**src/rtl/vga_sync_porch.sv**
```systemverilog
// Re-times an upstream VGA stream: counters restart on VSync rise, porches and
// active-low syncs come from the counters, and video is blanked until the stream locks.
module vga_sync_porch #(
  parameter int VIDEO_WIDTH      = 3,
  parameter int TOTAL_COLS       = 800,
  parameter int TOTAL_ROWS       = 525,
  parameter int ACTIVE_COLS      = 640,
  parameter int ACTIVE_ROWS      = 480,
  parameter int FRONT_PORCH_HORZ = 16,
  parameter int BACK_PORCH_HORZ  = 48,
  parameter int FRONT_PORCH_VERT = 10,
  parameter int BACK_PORCH_VERT  = 33
) (
  input  logic                   i_Clk,
  input  logic                   i_Rst_L,
  input  logic                   i_HSync,
  input  logic                   i_VSync,
  input  logic [VIDEO_WIDTH-1:0] i_Red_Video,
  input  logic [VIDEO_WIDTH-1:0] i_Grn_Video,
  input  logic [VIDEO_WIDTH-1:0] i_Blu_Video,
  output logic                   o_HSync,
  output logic                   o_VSync,
  output logic [VIDEO_WIDTH-1:0] o_Red_Video,
  output logic [VIDEO_WIDTH-1:0] o_Grn_Video,
  output logic [VIDEO_WIDTH-1:0] o_Blu_Video,
  output logic                   o_Locked,
  output logic                   o_Frame_Err
);

  localparam int CW = 10;

  localparam logic [CW-1:0] COL_LAST = CW'(TOTAL_COLS - 1);
  localparam logic [CW-1:0] ROW_LAST = CW'(TOTAL_ROWS - 1);
  localparam logic [CW-1:0] ACT_COLS = CW'(ACTIVE_COLS);
  localparam logic [CW-1:0] ACT_ROWS = CW'(ACTIVE_ROWS);
  localparam logic [CW-1:0] HS_FIRST = CW'(ACTIVE_COLS + FRONT_PORCH_HORZ);
  localparam logic [CW-1:0] HS_LAST  = CW'(TOTAL_COLS - BACK_PORCH_HORZ - 1);
  localparam logic [CW-1:0] VS_FIRST = CW'(ACTIVE_ROWS + FRONT_PORCH_VERT);
  localparam logic [CW-1:0] VS_LAST  = CW'(TOTAL_ROWS - BACK_PORCH_VERT - 1);

  typedef enum logic [1:0] {
    ST_UNLOCKED = 2'd0,
    ST_ACQUIRE  = 2'd1,
    ST_LOCKED   = 2'd2
  } lock_state_e;

  // Upstream horizontal sync carries no information the counters lack.
  logic unused_hsync;
  assign unused_hsync = i_HSync;

  logic                   vsync_in_q;
  logic                   frame_start;
  logic                   expected_wrap;
  logic [CW-1:0]          col_q, col_d;
  logic [CW-1:0]          row_q, row_d;
  logic [VIDEO_WIDTH-1:0] red_q, grn_q, blu_q;
  logic                   hsync_out_q, hsync_out_d;
  logic                   vsync_out_q, vsync_out_d;
  logic [VIDEO_WIDTH-1:0] red_out_q, red_out_d;
  logic [VIDEO_WIDTH-1:0] grn_out_q, grn_out_d;
  logic [VIDEO_WIDTH-1:0] blu_out_q, blu_out_d;
  lock_state_e            state_q, state_d;
  logic                   locked_q, locked_d;
  logic                   frame_err_q, frame_err_d;
  logic                   in_active;

  assign frame_start   = i_VSync & ~vsync_in_q;
  assign expected_wrap = (col_q == COL_LAST) && (row_q == ROW_LAST);

  always_ff @(posedge i_Clk or negedge i_Rst_L) begin
    if (!i_Rst_L) begin
      vsync_in_q <= 1'b0;
      col_q      <= '0;
      row_q      <= '0;
      red_q      <= '0;
      grn_q      <= '0;
      blu_q      <= '0;
    end else begin
      vsync_in_q <= i_VSync;
      col_q      <= col_d;
      row_q      <= row_d;
      red_q      <= i_Red_Video;
      grn_q      <= i_Grn_Video;
      blu_q      <= i_Blu_Video;
    end
  end

  // Free-running raster position; a frame start snaps it back to the origin.
  always_comb begin
    col_d = col_q + 10'd1;
    row_d = row_q;
    if (col_q == COL_LAST) begin
      col_d = '0;
      row_d = (row_q == ROW_LAST) ? '0 : row_q + 10'd1;
    end
    if (frame_start) begin
      col_d = '0;
      row_d = '0;
    end
  end

  assign in_active = (col_q < ACT_COLS) && (row_q < ACT_ROWS);

  always_comb begin
    hsync_out_d = ~((col_q >= HS_FIRST) && (col_q <= HS_LAST));
    vsync_out_d = ~((row_q >= VS_FIRST) && (row_q <= VS_LAST));
    red_out_d   = (in_active && locked_q) ? red_q : '0;
    grn_out_d   = (in_active && locked_q) ? grn_q : '0;
    blu_out_d   = (in_active && locked_q) ? blu_q : '0;
  end

  always_ff @(posedge i_Clk or negedge i_Rst_L) begin
    if (!i_Rst_L) begin
      hsync_out_q <= 1'b1;
      vsync_out_q <= 1'b1;
      red_out_q   <= '0;
      grn_out_q   <= '0;
      blu_out_q   <= '0;
    end else begin
      hsync_out_q <= hsync_out_d;
      vsync_out_q <= vsync_out_d;
      red_out_q   <= red_out_d;
      grn_out_q   <= grn_out_d;
      blu_out_q   <= blu_out_d;
    end
  end

  // Lock FSM: state register
  always_ff @(posedge i_Clk or negedge i_Rst_L) begin
    if (!i_Rst_L) begin
      state_q     <= ST_UNLOCKED;
      locked_q    <= 1'b0;
      frame_err_q <= 1'b0;
    end else begin
      state_q     <= state_d;
      locked_q    <= locked_d;
      frame_err_q <= frame_err_d;
    end
  end

  // Lock FSM: next state
  always_comb begin
    state_d = state_q;
    case (state_q)
      ST_UNLOCKED: if (frame_start) state_d = ST_ACQUIRE;
      ST_ACQUIRE:  if (frame_start && expected_wrap) state_d = ST_LOCKED;
      ST_LOCKED:   if (frame_start != expected_wrap) state_d = ST_ACQUIRE;
      default:     state_d = ST_UNLOCKED;
    endcase
  end

  // Lock FSM: outputs, registered one cycle after the deciding FS/EW cycle
  always_comb begin
    locked_d    = (state_d == ST_LOCKED);
    frame_err_d = 1'b0;
    case (state_q)
      ST_ACQUIRE: frame_err_d = frame_start && !expected_wrap;
      ST_LOCKED:  frame_err_d = frame_start != expected_wrap;
      default:    frame_err_d = 1'b0;
    endcase
  end

  assign o_HSync     = hsync_out_q;
  assign o_VSync     = vsync_out_q;
  assign o_Red_Video = red_out_q;
  assign o_Grn_Video = grn_out_q;
  assign o_Blu_Video = blu_out_q;
  assign o_Locked    = locked_q;
  assign o_Frame_Err = frame_err_q;

endmodule

```
**config.mk**
```make
export PLATFORM = sky130hd
export DESIGN_NAME = vga_sync_porch
export DESIGN_NICKNAME = d
export VERILOG_FILES = /design/src/rtl/vga_sync_porch.sv
export SDC_FILE = /design/constraint.sdc
export NUM_CORES = 1
export LEC_CHECK = 0
export ABC_AREA = 0
export ABC_CLOCK_PERIOD_IN_PS = 3400
export BUFFER_PORTS_ARGS = -buffer_cell sky130_fd_sc_hd__buf_2
export CAP_MARGIN = 20
export CORE_MARGIN = 4
export CORE_UTILIZATION = 41
export CTS_BUF_LIST = sky130_fd_sc_hd__clkbuf_2
export DETAILED_ROUTE_END_ITERATION = 12
export MAX_ROUTING_LAYER = met4
export PLACE_DENSITY_LB_ADDON = 0.12
export RECOVER_POWER = 25
export SYNTH_ARGS = -nofsm -noshare
export SYNTH_HDL_FRONTEND = slang
export SYNTH_SLANG_ARGS = --single-unit
```
**constraint.sdc**
```tcl
create_clock -name i_Clk -period 3.4 [get_ports i_Clk]
set_clock_uncertainty 0.15 [all_clocks]
set_input_delay 0.51 -clock i_Clk [delete_from_list [all_inputs] [get_ports i_Clk]]
set_output_delay 0.51 -clock i_Clk [all_outputs]
set_load 0.005 [all_outputs]
```
==> After elaboration in Yosys (flattened, before gate mapping) <==
Cells that the tools add are included.
{ "classes": {"n_addsub": 2, "n_mul": 0, "div": 0, "order_cmp": 6, "n_eq_ne": 6, "shift": 0, "n_mux": 13, "bitwise_logic": 4, "reduce_logical": 10} }
{ "op_table": {"columns": ["cell", "n"], "rows": [
  ["$mux 10", 5],
  ["$add 10x1->10 const B", 2],
  ["$eq 10x10->1 const B", 2],
  ["$ge 10x10->1 const B", 1],
  ["$ge 10x9->1 const B", 1],
  ["$le 10x10->1 const B", 1],
  ["$le 10x9->1 const B", 1],
  ["$lt 10x10->1 const B", 1],
  ["$lt 10x9->1 const B", 1],
  ["$mux 3", 3],
  ["$logic_and 1x1->1", 7],
  ["$mux 2", 3],
  ["$pmux 2 s3", 1],
  ["$eq 2x2->1 const B", 2],
  ["$not 1->1", 3],
  ["$eq 2x1->1 const B", 1],
  ["$logic_not 2->1", 1],
  ["$pmux 1 s2", 1],
  ["$reduce_bool 2->1", 1],
  ["$and 1x1->1", 1],
  ["$logic_not 1->1", 1],
  ["$ne 1x1->1", 1]
]} }
{ "totals": {"regBits": 45, "latch_bits": 0, "ram_bits": 0, "mem_bits_ro": 0, "out_inout_bits": 13, "elab_cells": 55, "mem_count": 0} }

==> Logic depth before layout (Yosys ltp) <==
{ "logic_depth": {"ltp_word": 6, "ltp_mapped": 11} }

==> Worst setup path before layout <==
Ideal clock, no wire load.
{ "synth_path": {"kind": "flip-flop to flip-flop", "from": "register row_q[6]", "to": "register locked_q (netlist: o_Locked)", "setup_time_ns": 0.120, "t_arrival_ns": 2.366, "t_required_ns": 3.130, "slack_ns": 0.763, "path_stages_with_launch": 9, "n_path_buf": 1, "path_cell_list": "dfrtp_1 -> or3_1 -> or4_1 -> buf_2 -> or2_4 -> ha_1 -> a221oi_1 -> nor3_1 -> and4_1"} }
{ "synth_between": {"elab_chain_cells": 6, "elab_cells_between_ends": 8, "classes_between": "3 x eq/ne; 3 x mux; 2 x reduce/logical"} }
{ "synth_lines": {"columns": ["item", "line", "text"], "rows": [
  ["start, declared", "55", "logic [CW-1:0] row_q, row_d;"],
  ["start signal, assigned", "81", "row_q <= row_d;"],
  ["$eq 10x10->1 (*)", "68", "assign expected_wrap = (col_q == COL_LAST) && (row_q == ROW_LAST);"],
  ["$logic_and 1x1->1 (*)", "68", null],
  ["$ne 1x1->1 or $logic_and 1x1->1 (tied branches)", "147, 146", null],
  ["$mux 2, on equally long branches", "147, 146", null],
  ["$pmux 2 s3 (*)", "144", "case (state_q)"],
  ["named net state_d[1]", "62", "lock_state_e state_q, state_d;"],
  ["$eq 2x2->1 (*)", "154", "locked_d = (state_d == ST_LOCKED);"],
  ["named net locked_d", "63", "logic locked_q, locked_d;"],
  ["end signal, assigned", "136", "locked_q <= locked_d;"],
  ["end, declared", "63", null]
]} }
The timed path passes the listed nets; every way through them passes the cells marked *.
A chain may end at the register's enable or synchronous reset.

==> Worst setup path in the final report <==
{ "layout_path": {"from": "register row_q[0]", "to": "register locked_q (netlist: o_Locked)"} }
The elaborated chain is that of the path after synthesis.

==> results.sh <==
export IMPL_layout_core_utilization=0.494
export IMPL_cp_slowest_cell="sky130_fd_sc_hd__or4_1"
export IMPL_post_synth_instance_area_um2=2050
export IMPL_rows=25
export IMPL_grt_util_met1=0.159
export IMPL_post_synth_xor_area_fraction=0.0342
export IMPL_grt_start_max_net_pins=46
export IMPL_antenna_cells=0
export IMPL_num_nets_final=238
export IMPL_placed_cell_area_um2=2220
export IMPL_netlist_cell_type_count=44
export IMPL_synthDominantCellAreaShare=0.526
export IMPL_grt_first_pass_wirelength_um=6750
export IMPL_first_iter_violations=66
export IMPL_period_minus_slack_ns=2.92
export IMPL_synthAdderAreaFrac=0.0611
export IMPL_synth_mux_area_fraction=0
export IMPL_first_global_vias=1478
export IMPL_final_setup_tns_ns=0
export IMPL_core_region_area_um2=4790
export IMPL_static_leakage_power_nw=1.09
export IMPL_synth_top_cells_by_area="sky130_fd_sc_hd__dfrtp_1 (53%), sky130_fd_sc_hd__ha_1 (6.1%), sky130_fd_sc_hd__and2_1 (4.0%), sky130_fd_sc_hd__dfstp_2 (2.6%), sky130_fd_sc_hd__xor2_1 (2.1%)"
export IMPL_category_of_the_critical_setup_timing_path="register to register"
export IMPL_detailroute_via_count=1490
export IMPL_floorplan_initialDensity=0.428
export IMPL_clkSlewWorstSetupHoldPaths_ns=0.23
export IMPL_timing_final_hold_violations=0
export IMPL_synth_edff_count=0
export IMPL_drv_slew=41
export IMPL_floorplan_io_pins=26
export IMPL_cts_resized=0
export IMPL_worstMarginPinSlew_ns=1.74
export IMPL_rr_endpoint="o_Locked"
export IMPL_die_height_um=78.7
export IMPL_critical_path_start_type="register"
export IMPL_hold_path_endpoint="vsync_in_q"
export IMPL_largest_family_of_logic_cells_by_synthesized_area="simple AND/OR/NAND/NOR gates"
export IMPL_post_synthesis_compound_gate_area_fraction=0.0990
export IMPL_maxSlewHeadroom=-0.158
export IMPL_layout_drive_gt1_share=0.204
export IMPL_setup_violations_final=0
export IMPL_hold_depth=1
export IMPL_yosysSeqAreaShare=0.551
export IMPL_die_area_um2=6190
export IMPL_outcome="finished, violations left"
export IMPL_met2_usage=0.232
export IMPL_path_common_cell="sky130_fd_sc_hd__ha_1"
export IMPL_rr_worst_depth=9
export IMPL_timing_max_cap_violations=1
export IMPL_place_gp_congestion=0.808
export IMPL_powerDensity_nw_per_um2=428
export IMPL_synthesized_nets=206
export IMPL_cts_htree_levels=2
export IMPL_critPathMaxFanout=10
export IMPL_max_clock_freq_mhz=342
export IMPL_drt_vias_per_instance=5.27
export IMPL_vdd_drop_max_mv=0.228
export IMPL_skew_pair_late_insertion_delay_ns=0.40
export IMPL_failing_checks="capacitance limit, slew limit"
export IMPL_top_usage_layer="met2"
export IMPL_mean_cell_area_of_the_mapped_netlist_um2=11.2
export IMPL_clock_path_buffers=2
export IMPL_drt_wl_total_um=3930
export IMPL_port_buffers=24
export IMPL_grtUsageTotal=0.142
export IMPL_worstPathRequired_ns=3.58
export IMPL_grt_setup_unrepaired="no"
export IMPL_endpoint_type_of_the_worst_setup_path="register"
export IMPL_synth_async_reset_ratio=1.00
export IMPL_post_synth_inst_count=183
export IMPL_layout_commonest_cell="sky130_fd_sc_hd__dfrtp_1"
export IMPL_worst_hold_path_type="primary input to register"
export IMPL_clock_tree_root_cell="sky130_fd_sc_hd__clkbuf_2"
export IMPL_crit_path_max_incr_delay_ns=0.68
export IMPL_postSynthRegisterBits=45
export IMPL_global_route_overflow_total=0
export IMPL_stdcell_area_um2=2360
export IMPL_drtAntennaViolNets=0
export IMPL_drt_first_pass_iters=5
export IMPL_globalRouteMet3Util=0.0436
export IMPL_post_detailed_route_wirelength_per_cell_um=13.9
export IMPL_detailed_place_hpwl_um=2720
export IMPL_antenna_found_initial=0
export IMPL_synth_ff_type="sky130_fd_sc_hd__dfrtp_1"
export IMPL_yosys_area_share_simple=0.217
export IMPL_worst_endpoint_arrival_ns=3.10
export IMPL_period_share=0.860
export IMPL_reg2reg_setup_slack_ns=0.48
export IMPL_drt_drc_violations_left=0
export IMPL_die_x_um=78.7
export IMPL_ys_warn_count=0
export IMPL_hold_start="i_VSync"
export IMPL_tritoncts="done"
export IMPL_synth_top_cell_by_area="sky130_fd_sc_hd__dfrtp_1"
export IMPL_worstReg2RegStart="row_q[0]"
export IMPL_cts_buffers_inserted=5
export IMPL_cts_sinks=45
export IMPL_syn2layout_area_growth_pct=15.5
export IMPL_path_cells="inv_1 -> ha_1 -> nand4_1 -> or4_1 -> or2_4 -> ha_1 -> a221oi_1 -> nor3_1 -> and4_1"
export IMPL_most_frequent_cells_in_the_layout="sky130_fd_sc_hd__dfrtp_1 (43), sky130_fd_sc_hd__buf_2 (23), sky130_fd_sc_hd__and2_1 (13)"
-- layout make-up --
cell class	instances	area, um^2
Clock buffer	5	25.0
Sequential cell	45	1130
Fill cell	432	2420
Multi-Input combinational cell	120	842
Inverter	11	41.3
Tap cell	67	83.8
Clock inverter	3	41.3
Timing Repair Buffer	32	201
-- power breakdown --
| part | total [mW] | switching, mW | internal (mW) |
|---|---|---|---|
| Sequential | 0.603 | 0.0365 | 0.566 |
| Clock | 0.290 | 0.168 | 0.122 |
| Combinational | 0.119 | 0.0665 | 0.0522 |
| Total | 1.01 | 0.271 | 0.740 |
-- cells by family after synthesis --
| logic type | Yosys count |
|---|---|
| AND/OR/NAND/NOR | 71 |
| flip-flops | 45 |
| adder cells (fa/ha/maj) | 10 |
| XOR/XNOR | 8 |
| buffers and inverters | 18 |
| AO/OA/AOI/OAI | 31 |
-- through the flow --
stage / setup slack [ns] / power [mW] / hold slack (ns) / instances
finish: 0.475 / 1.01 / 0.0647 / 283
global route: 0.256 / 1.08 / 0.00414 / 283
CTS: 0.456 / 1.02 / 0.0189 / 275
detailed placement: 0.482 / 0.723 / 0.285 / 267
global placement: 0.572 / 0.709 / 0.289 / 267
floorplan: 0.763 / 0.679 / 0.0644 / 183
-- how the worst max path moves through the flow --
stage | endpoint | from | slack [ns] | cells past startpoint
final | o_Locked | row_q[0] | 0.48 | 9
after global routing | col_q[4] | i_Rst_L | 0.26 | 3
after CTS | o_Locked | row_q[0] | 0.46 | 9
after detailed placement | o_Locked | row_q[0] | 0.48 | 9
after global placement | o_Locked | row_q[0] | 0.57 | 9
after floorplan | o_Locked | row_q[6] | 0.76 | 8
-- cells in the mapped netlist (all sizes together) (2+ instances only) --
library cell / count
nor3: 4
xor2: 5
and2: 13
inv: 11
xnor2: 3
nand3: 8
a21oi: 7
and4: 3
nand4: 6
nor2: 9
dfrtp: 43
nor2b: 2
or3: 5
o21ai: 8
ha: 10
a31oi: 5
o211ai: 3
buf: 5
or4: 3
dfstp: 2
or2: 2
o41ai: 2
nand2: 10
o31ai: 2
clkbuf: 2
-- layer usage --
| metal | part of all wire | wire, um |
|---|---|---|
| met1 | 0.45 | 1780 |
| met2 | 0.47 | 1860 |
| met3 | 0.050 | 196 |
| met4 | 0.023 | 91 |
| met5 | 0 | 0 |
-- sequential cells by signal, indices dropped and copies added (netlist names) --
signal / cells
o_HSync: 1
state_q: 2
o_Red_Video: 3
o_VSync: 1
vsync_in_q: 1
blu_q: 3
o_Frame_Err: 1
o_Blu_Video: 3
row_q: 10
o_Grn_Video: 3
grn_q: 3
o_Locked: 1
col_q: 10
red_q: 3
-- critical path: cells and delay by family, from the launching register on --
kind / cells / cell delay [ns]
DFF: 1 / 0.45
AOI/OAI and AO/OA: 1 / 0.33
buffers and inverters: 1 / 0.10
adders and majority gates: 2 / 0.44
and+or+nand+nor: 5 / 1.40
-- repair_timing --
item	4_1_cts	5_1_grt
hold buffers	0	7
hold endpoints to repair	0	11
buffers inserted	0	0
setup endpoints to repair	0	0
Power figures use the tool's default switching activity.
